<file path="src/rtl/als_pkg.sv">
// Shared definitions for the ambient-light-sensor scheduler: FSM encoding and
// the position of the light value inside the raw ALS frame.
package als_pkg;

  typedef enum logic [2:0] {
    IDLE      = 3'd0,
    START     = 3'd1,
    WAIT_BUSY = 3'd2,
    WAIT_DONE = 3'd3,
    ACCUM     = 3'd4,
    SEND      = 3'd5
  } als_state_t;

  localparam int ALS_FIELD_MSB = 11;
  localparam int ALS_FIELD_LSB = 4;

endpackage

</file>
<file path="src/rtl/period_ticker.sv">
// Free-running 0..SAMPLE_PERIOD-1 counter; tick is high on the cycle it wraps.
module period_ticker #(
  parameter int SAMPLE_PERIOD = 50_000_000
) (
  input  logic clk,
  input  logic reset,
  output logic tick
);

  localparam int CW = $clog2(SAMPLE_PERIOD);
  localparam logic [CW-1:0] LAST = CW'(SAMPLE_PERIOD - 1);

  logic [CW-1:0] cnt;

  assign tick = (cnt == LAST);

  always_ff @(posedge clk) begin
    if (reset) begin
      cnt <= '0;
    end else if (tick) begin
      cnt <= '0;
    end else begin
      cnt <= cnt + CW'(1);
    end
  end

endmodule

</file>
<file path="src/rtl/als_scheduler.sv">
// Periodically triggers the ALS reader, averages 2^AVG_LOG2 light bytes and
// hands each averaged byte to the UART transmitter.
//
// UART handshake: tx_start is a one-cycle request that is only raised while
// tx_busy is low; tx_data is valid in that cycle and held until the next send.
module als_scheduler
  import als_pkg::*;
#(
  parameter int SAMPLE_PERIOD = 50_000_000,
  parameter int AVG_LOG2      = 2,
  parameter int TIMEOUT       = 100_000
) (
  input  logic        clk,
  input  logic        reset,
  input  logic        enable,
  output logic        als_initiate,
  input  logic        als_ready,
  input  logic [15:0] als_data,
  output logic [7:0]  tx_data,
  output logic        tx_start,
  input  logic        tx_busy,
  output logic [7:0]  result,
  output logic        result_valid,
  output logic        overrun,
  output logic        timeout_err,
  output als_state_t  state
);

  localparam int ACC_W = 8 + AVG_LOG2;
  localparam int CNT_W = (AVG_LOG2 > 0) ? AVG_LOG2 : 1;
  localparam int TMO_W = (TIMEOUT > 1) ? $clog2(TIMEOUT) : 1;
  localparam logic [CNT_W-1:0] CNT_LAST = CNT_W'((1 << AVG_LOG2) - 1);
  localparam logic [TMO_W-1:0] TMO_LAST = TMO_W'(TIMEOUT - 1);

  als_state_t       state_next;
  logic             tick;
  logic [TMO_W-1:0] tmo_cnt;
  logic [ACC_W-1:0] acc;
  logic [ACC_W-1:0] sum;
  logic [CNT_W-1:0] count;
  logic [7:0]       sample;
  logic [7:0]       tx_data_q;
  logic             tmo_hit;
  logic             last;
  logic             unused_bits;

  period_ticker #(.SAMPLE_PERIOD(SAMPLE_PERIOD)) u_ticker (
    .clk   (clk),
    .reset (reset),
    .tick  (tick)
  );

  assign unused_bits = ^{als_data[15:ALS_FIELD_MSB+1], als_data[ALS_FIELD_LSB-1:0]};
  assign tmo_hit     = (tmo_cnt == TMO_LAST);
  assign last        = (count == CNT_LAST);
  assign sum         = acc + ACC_W'(sample);

  // The send waits out the result_valid cycle so tx_start always trails it.
  assign als_initiate = (state == START);
  assign tx_start     = (state == SEND) && !tx_busy && !result_valid;
  assign tx_data      = tx_start ? result : tx_data_q;

  always_comb begin
    state_next = state;
    case (state)
      IDLE:      if (tick && enable) state_next = START;
      START:     state_next = WAIT_BUSY;
      WAIT_BUSY: if (!als_ready) state_next = WAIT_DONE;
                 else if (tmo_hit) state_next = IDLE;
      WAIT_DONE: if (als_ready) state_next = ACCUM;
                 else if (tmo_hit) state_next = IDLE;
      ACCUM:     state_next = last ? SEND : IDLE;
      SEND:      if (tx_start) state_next = IDLE;
      default:   state_next = IDLE;
    endcase
  end

  always_ff @(posedge clk) begin
    if (reset) begin
      state        <= IDLE;
      tmo_cnt      <= '0;
      acc          <= '0;
      count        <= '0;
      sample       <= '0;
      result       <= '0;
      result_valid <= 1'b0;
      tx_data_q    <= '0;
      overrun      <= 1'b0;
      timeout_err  <= 1'b0;
    end else begin
      state        <= state_next;
      result_valid <= 1'b0;
      if (tick && state != IDLE) overrun <= 1'b1;
      case (state)
        START: tmo_cnt <= '0;
        WAIT_BUSY, WAIT_DONE: begin
          tmo_cnt <= (state_next != state) ? '0 : tmo_cnt + TMO_W'(1);
          if (state_next == IDLE) begin
            // Timed out: a partial average is worthless, start over.
            timeout_err <= 1'b1;
            acc         <= '0;
            count       <= '0;
          end
          if (state == WAIT_DONE && als_ready)
            sample <= als_data[ALS_FIELD_MSB:ALS_FIELD_LSB];
        end
        ACCUM: begin
          if (last) begin
            result       <= 8'(sum >> AVG_LOG2);
            result_valid <= 1'b1;
            acc          <= '0;
            count        <= '0;
          end else begin
            acc   <= sum;
            count <= count + CNT_W'(1);
          end
        end
        SEND: if (tx_start) tx_data_q <= result;
        default: ;
      endcase
    end
  end

endmodule

</file>
<file path="config.mk">
export PLATFORM = sky130hd
export DESIGN_NAME = als_scheduler
export DESIGN_NICKNAME = d
export VERILOG_FILES = /design/src/rtl/als_pkg.sv /design/src/rtl/period_ticker.sv /design/src/rtl/als_scheduler.sv
export SDC_FILE = /design/constraint.sdc
export NUM_CORES = 1
export LEC_CHECK = 0
export CAP_MARGIN = 20
export CORE_ASPECT_RATIO = 1.4
export CORE_UTILIZATION = 55
export DETAILED_ROUTE_END_ITERATION = 8
export DONT_BUFFER_PORTS = 1
export GPL_TIMING_DRIVEN = 0
export PLACE_DENSITY = 0.67
export SLEW_MARGIN = 15
export SYNTH_ARGS = -nofsm -noshare
export SYNTH_HDL_FRONTEND = slang
export SYNTH_SLANG_ARGS = --single-unit
</file>
<file path="constraint.sdc">
create_clock -name clk -period 5.8 [get_ports clk]
set_input_delay 1.16 -clock clk [delete_from_list [all_inputs] [get_ports clk]]
set_output_delay 1.16 -clock clk [all_outputs]
set_load 0.01 [all_outputs]
</file>
# Word level (Yosys, flattened, before mapping)
# Cells that the tools add are included.
dict set report totals {
  regBits 85
  latchBits 0
  ramBits 0
  mem_bits_ro 0
  in_bits 21
  output_inout_bits 24
  word_cells 62
  n_memories 0
}
dict set report classes {
  addsub 4
  n_mul 0
  n_div 0
  magnitude_cmp 0
  n_eq_ne 10
  n_shift 0
  muxes 17
  bitwise_logic 1
  reduce_logical 19
}
# op count
set ops {}
lappend ops {{17-bit case mux with 2 select lines} 1}
lappend ops {{26-bit by 1-bit adder with 26-bit output (second input constant)} 1}
lappend ops {{26-bit equality test (second input constant)} 1}
lappend ops {{10-bit 2-to-1 mux} 2}
lappend ops {{10-bit case mux with 2 select lines} 1}
lappend ops {{3-bit 2-to-1 mux} 6}
lappend ops {{3-bit case mux with 6 select lines} 1}
lappend ops {{17-bit by 1-bit adder with 17-bit output (second input constant)} 1}
lappend ops {{17-bit equality test (second input constant)} 1}
lappend ops {{17-bit 2-to-1 mux} 1}
lappend ops {{10-bit by 8-bit adder with 10-bit output} 1}
lappend ops {{8-bit 2-to-1 mux} 1}
lappend ops {{2-bit AND reduction} 4}
lappend ops {{3-bit by 2-bit equality test with 1-bit output (second input constant)} 2}
lappend ops {{3-bit equality test (second input constant)} 2}
lappend ops {{3-bit zero test} 2}
lappend ops {{2-bit OR reduction} 3}
lappend ops {{1-bit logical AND} 5}
lappend ops {{2-bit 2-to-1 mux} 2}
lappend ops {{2-bit case mux with 2 select lines} 1}
lappend ops {{2-bit nonzero test} 2}
lappend ops {{3-bit by 1-bit equality test with 1-bit output (second input constant)} 1}
lappend ops {{3-bit inequality test} 1}
lappend ops {{3-bit nonzero test} 1}
lappend ops {{6 further kinds} 7}

# Depth between registers and ports, before layout
# Gate-level depths: netlist of run 1.
dict set report depth {
  ltp_word 8
  ltp_mapped 9
  depth_no_buf 8
}

# Hierarchy
# A second synthesis of run 1 with hierarchy kept.
dict set report unflattened {
  hier_cells 484
  hier_area_um2 4226.6
}
# module instances cells_each area_each_um2 seq_area_each_um2
set by_module_without_submodules {}
lappend by_module_without_submodules {als_scheduler 1 337 2969.1 1181.1}
lappend by_module_without_submodules {period_ticker 1 147 1257.5 520.5}

# Worst setup path before layout of run 1
# No wires, ideal clock.
dict set report synth_timing {
  path_kind {input-to-output}
  from {input port tx_busy}
  to {output port tx_data[7]}
  arrival_ns 1.951
  t_required_ns 4.640
  slack_ns 2.689
  cell_stages 5
  n_path_buf 0
  path_cell_list {nor2_1 -> nand4_1 -> clkinv_1 -> nand2_1 -> nand2_1}
}
dict set report synth_via {
  elab_chain_cells 4
}
# element line
set synth_rtl {}
lappend synth_rtl {{from (decl)} als_scheduler.sv:21} ;# input logic tx_busy,
lappend synth_rtl {{1-bit zero test} als_scheduler.sv:60} ;# assign tx_start = (state == SEND) && !tx_busy && !result_valid;
lappend synth_rtl {{1-bit logical AND (2 in series)} als_scheduler.sv:60}
lappend synth_rtl {{net tx_start} als_scheduler.sv:20} ;# output logic tx_start,
lappend synth_rtl {{8-bit 2-to-1 mux} --}
lappend synth_rtl {{to (decl)} als_scheduler.sv:19} ;# output logic [7:0] tx_data,
# The timed path passes the listed nets, and every way through them passes these cells.

# Worst setup path after layout of run 1
dict set report layout_timing {
  from {input port tx_busy}
  to {output port tx_data[2]}
}
# The elaborated chain is that of the path after synthesis.

==> flow_metrics.tcl, run 1 <==
set metrics [dict create \
    stdcell_count 587 \
    slowest_stage "nand4_1" \
    gp_congestion 0.839 \
    path_max_fanout 9 \
    synth_top_cells_by_area "dfxtp_1 (42%), nand2_1 (7.5%), nor2_1 (4.7%), xor2_1 (4.2%), ha_1 (3.4%)" \
    numCtsBuffers 9 \
    synth_edf_count 0 \
    end_kind "output pin" \
    dieHeight_um 103 \
    ys_ff_latch 85 \
    vias 3290 \
    grt_pass1_wl_mm 13.5 \
    ff2ff_setup_slack_ns 3.36 \
    insertion_delay_ns 0.36 \
    synth_cell_types 55 \
    p_clk_share_pct 39.0 \
    setup_viol 0 \
    reg2reg_to "acc[8]" \
    clock.fmax_mhz 286 \
    die_w_um 74.2 \
    fin_util_pct 61.3 \
    nNetsFinal 520 \
    antenna_left 0 \
    hold_viol_final 0 \
    synth_top_area_share_pct 42.4 \
    p_leak_nw 1.71 \
    ys_warn_count 0 \
    met2_length_mm 3.97 \
    cts_hold_buffers 0 \
    p_per_area_mw_per_mm2 231 \
    synthesis.nets 509 \
    slew_viol_final 0 \
    wl_met3_um 394 \
    layout_worst_path_cycle_share_pct 60.3 \
    antenna_found_initial 0 \
    cp.required_ns 4.64 \
    cts_sinks 85 \
    clk_pin_slew_ns 0.08 \
    comb_power_share_pct 2.1 \
    holdPathEnd "sample[0]" \
    switching_share_pct 22.7 \
    crit_top_cell "nand2_1" \
    drt_iter0_drc 150 \
    vias_per_cell 5.60 \
    rr_worst_depth 8 \
    drive_above_1_share_pct 5.49 \
    io-pin-count 45 \
    wl_per_cell_um 14.3 \
    hold_path_depth 2 \
    fin_crit_ns 3.50 \
    pwr-share-seq_pct 58.9 \
    grt_pass1_vias 2937 \
    rsz0062_at_grt "no" \
    fp-row-count 36 \
    overflow 0 \
    numPortBuffers 0 \
    synthCells 476 \
    worst_ir_drop_vdd_uv 154 \
    timing.rr.start "acc[0]" \
    synth_area_mm2 0.00401 \
    top_layer "met4" \
    post_cts.repair.setup_buffers 0 \
    status "finished, final reports clean" \
    clockRootBuffer "clkbuf_8" \
    dpl.hpwl_mm 6.05 \
    placedCellCount 571 \
    gr-usage-all-layers_pct 23.5 \
    cts_buffer_depth 2 \
    post_cts_resized 0 \
    post_synth.cell_area_avg_um2 8.42 \
    internal-power_w 0.000770 \
    cts_tree "done" \
    fin_setup_tns_ns 0 \
    fin_skew_ns 0.00903 \
    criticalPathCategory "primary input to output pin" \
    die-area_mm2 0.00764 \
    max-slew-margin-rel_pct 54.7 \
    crit_arrival_ns 2.34 \
    cts_max_level 3 \
    worstMarginPinSlew_ns 0.674 \
    max_cap_viol_count 0 \
    hold_class "flop to flop" \
    diodes 0 \
    synthArstFlopShare_pct 0 \
    path_cells "nor2_1 -> nand4_1 -> clkinv_1 -> nand2_1 -> nand2_1" \
    synth_seq_area_share_pct 42.4 \
    start_util_pct 57.1 \
    synth_flop_cell "dfxtp_1" \
    dr.pass1.iters 4 \
    grt_max_degree 14 \
    timing.hold.ws_ns 0.463 \
    wl_met1_mm 3.87 \
    net-switching-power_w 0.000226 \
    core_mm2 0.00703 \
    hold_start "sample[0]" \
    drc_errors 0 \
    routed_wl_mm 8.37 \
    yosys.area.top_type "dfxtp_1" \
    area_growth_syn_to_layout_pct 7.43 \
    start_kind "primary input" \
    slowest_delay_ns 0.41 \
]
## cell type report
class | count | area, um2
clock inverters | 3 | 20.0
well taps | 95 | 119
multi-input cells | 365 | 2190
clock buffers | 13 | 159
plain buffers | 18 | 90.1
inverters | 8 | 30.0
flip-flops and latches | 85 | 1700
fillers | 678 | 2720
## worst max-delay path: cells and delay by family
family,cells,cell delay (ns)
AND/OR/NAND/NOR,4,0.82
buffers and inverters,1,0.36
## synthesized netlist by cell type (all sizes together), types with 3 or more instances
master,number
a21o,13
a21oi,21
a22o,8
a31oi,5
and3,15
and4,5
buf,5
clkbuf,13
dfxtp,85
ha,11
inv,7
nand2,80
nand2b,4
nand3,20
nand3b,3
nand4,9
nor2,50
nor2b,10
nor3,10
nor3b,7
nor4,4
o21ai,21
o2bb2ai,3
or2,4
xnor2,13
xor2,19
## power by group through the flow
stage / Sequential (W) / Clock (W) / Combinational (W)
floorplan: 0.000600 / 0 / 0.0000156
detailed placement: 0.000601 / 0 / 0.0000212
global route: 0.000587 / 0.000413 / 0.0000236
CTS: 0.000587 / 0.000394 / 0.0000213
global placement: 0.000600 / 0 / 0.0000210
finish: 0.000587 / 0.000388 / 0.0000209
## metal layers
layer  vias to the layer above  track usage (%)
li1                       1694                -
met1                      1533             28.7
met2                        51             38.9
met3                        12             4.11
met4                         0             12.4
met5                         -                0
## stage by stage
step / power (W) / setup slack (ns) / cell area, um2
final: 0.000996 / 2.30 / 4310
after global routing: 0.00102 / 2.18 / 4310
after CTS: 0.00100 / 2.32 / 4310
after detailed placement: 0.000622 / 2.32 / 4130
after global placement: 0.000621 / 2.34 / 4130
after floorplan: 0.000616 / 2.69 / 4010
## sequential cells by signal (all words and copies together), names as in the netlist
signal,flops
sample,8
overrun,1
u_ticker.cnt,26
result,8
tmo_cnt,17
result_valid,1
timeout_err,1
tx_data_q,8
acc,10
state,3
count,2
## how the worst max path moves through the flow
stage	from	endpoint	slack (ns)	cells past startpoint
2_1_floorplan	tx_busy	tx_data[7]	2.69	5
3_3_place_gp	tx_busy	tx_data[5]	2.34	5
3_5_place_dp	tx_busy	tx_data[2]	2.32	5
4_1_cts	tx_busy	tx_data[2]	2.32	5
5_1_grt	state[0]	tx_data[3]	2.18	5
6_report	tx_busy	tx_data[2]	2.30	5
## cells by family after synthesis
| kind of cell | share of synthesized area [%] |
|---|---|
| compound gates | 13.5 |
| mux | 0.905 |
| xor+xnor | 6.99 |
| simple gates | 28.9 |
| fa+ha+maj | 4.18 |
| flops | 42.4 |
| buf+inv | 3.00 |
## cells in the final DEF (no fill, tap or decap), types with 3 or more instances in the layout
master	instances
nor2b_1	10
nand4_1	9
nand3_1	20
a21oi_1	21
xor2_1	19
o21ai_0	12
and3_1	15
nand2_1	80
or2_2	4
o21ai_1	9
nand2b_1	4
dfxtp_1	85
nor2_1	50
nor4_1	3
inv_1	6
and4_1	5
o2bb2ai_1	3
nor3b_1	7
xnor2_1	13
nand3b_1	3
clkbuf_8	11
nor3_1	10
a22o_1	8
a21o_1	13
a31oi_1	5
clkbuf_1	15
ha_1	11
(Power assumes the default switching activity.)
==> inputs of run 2 (changes only) <==
Clock period 5.8 ns to 3.6 ns, I/O delays scaled along.
==> results of run 2 <==
Same layout as run 1 (identical final DEF). Status: finished, final reports clean.
Among the figures that moved: setup slack after placement 2.32 ns -> 1.00 ns; setup slack after layout 2.30 ns -> 0.622 ns; start point of the critical path tx_busy -> state[0]; register-to-register setup slack 3.36 ns -> 1.16 ns; total power 0.000996 W -> 0.00160 W; worst IR drop on VDD 154 uV -> 249 uV
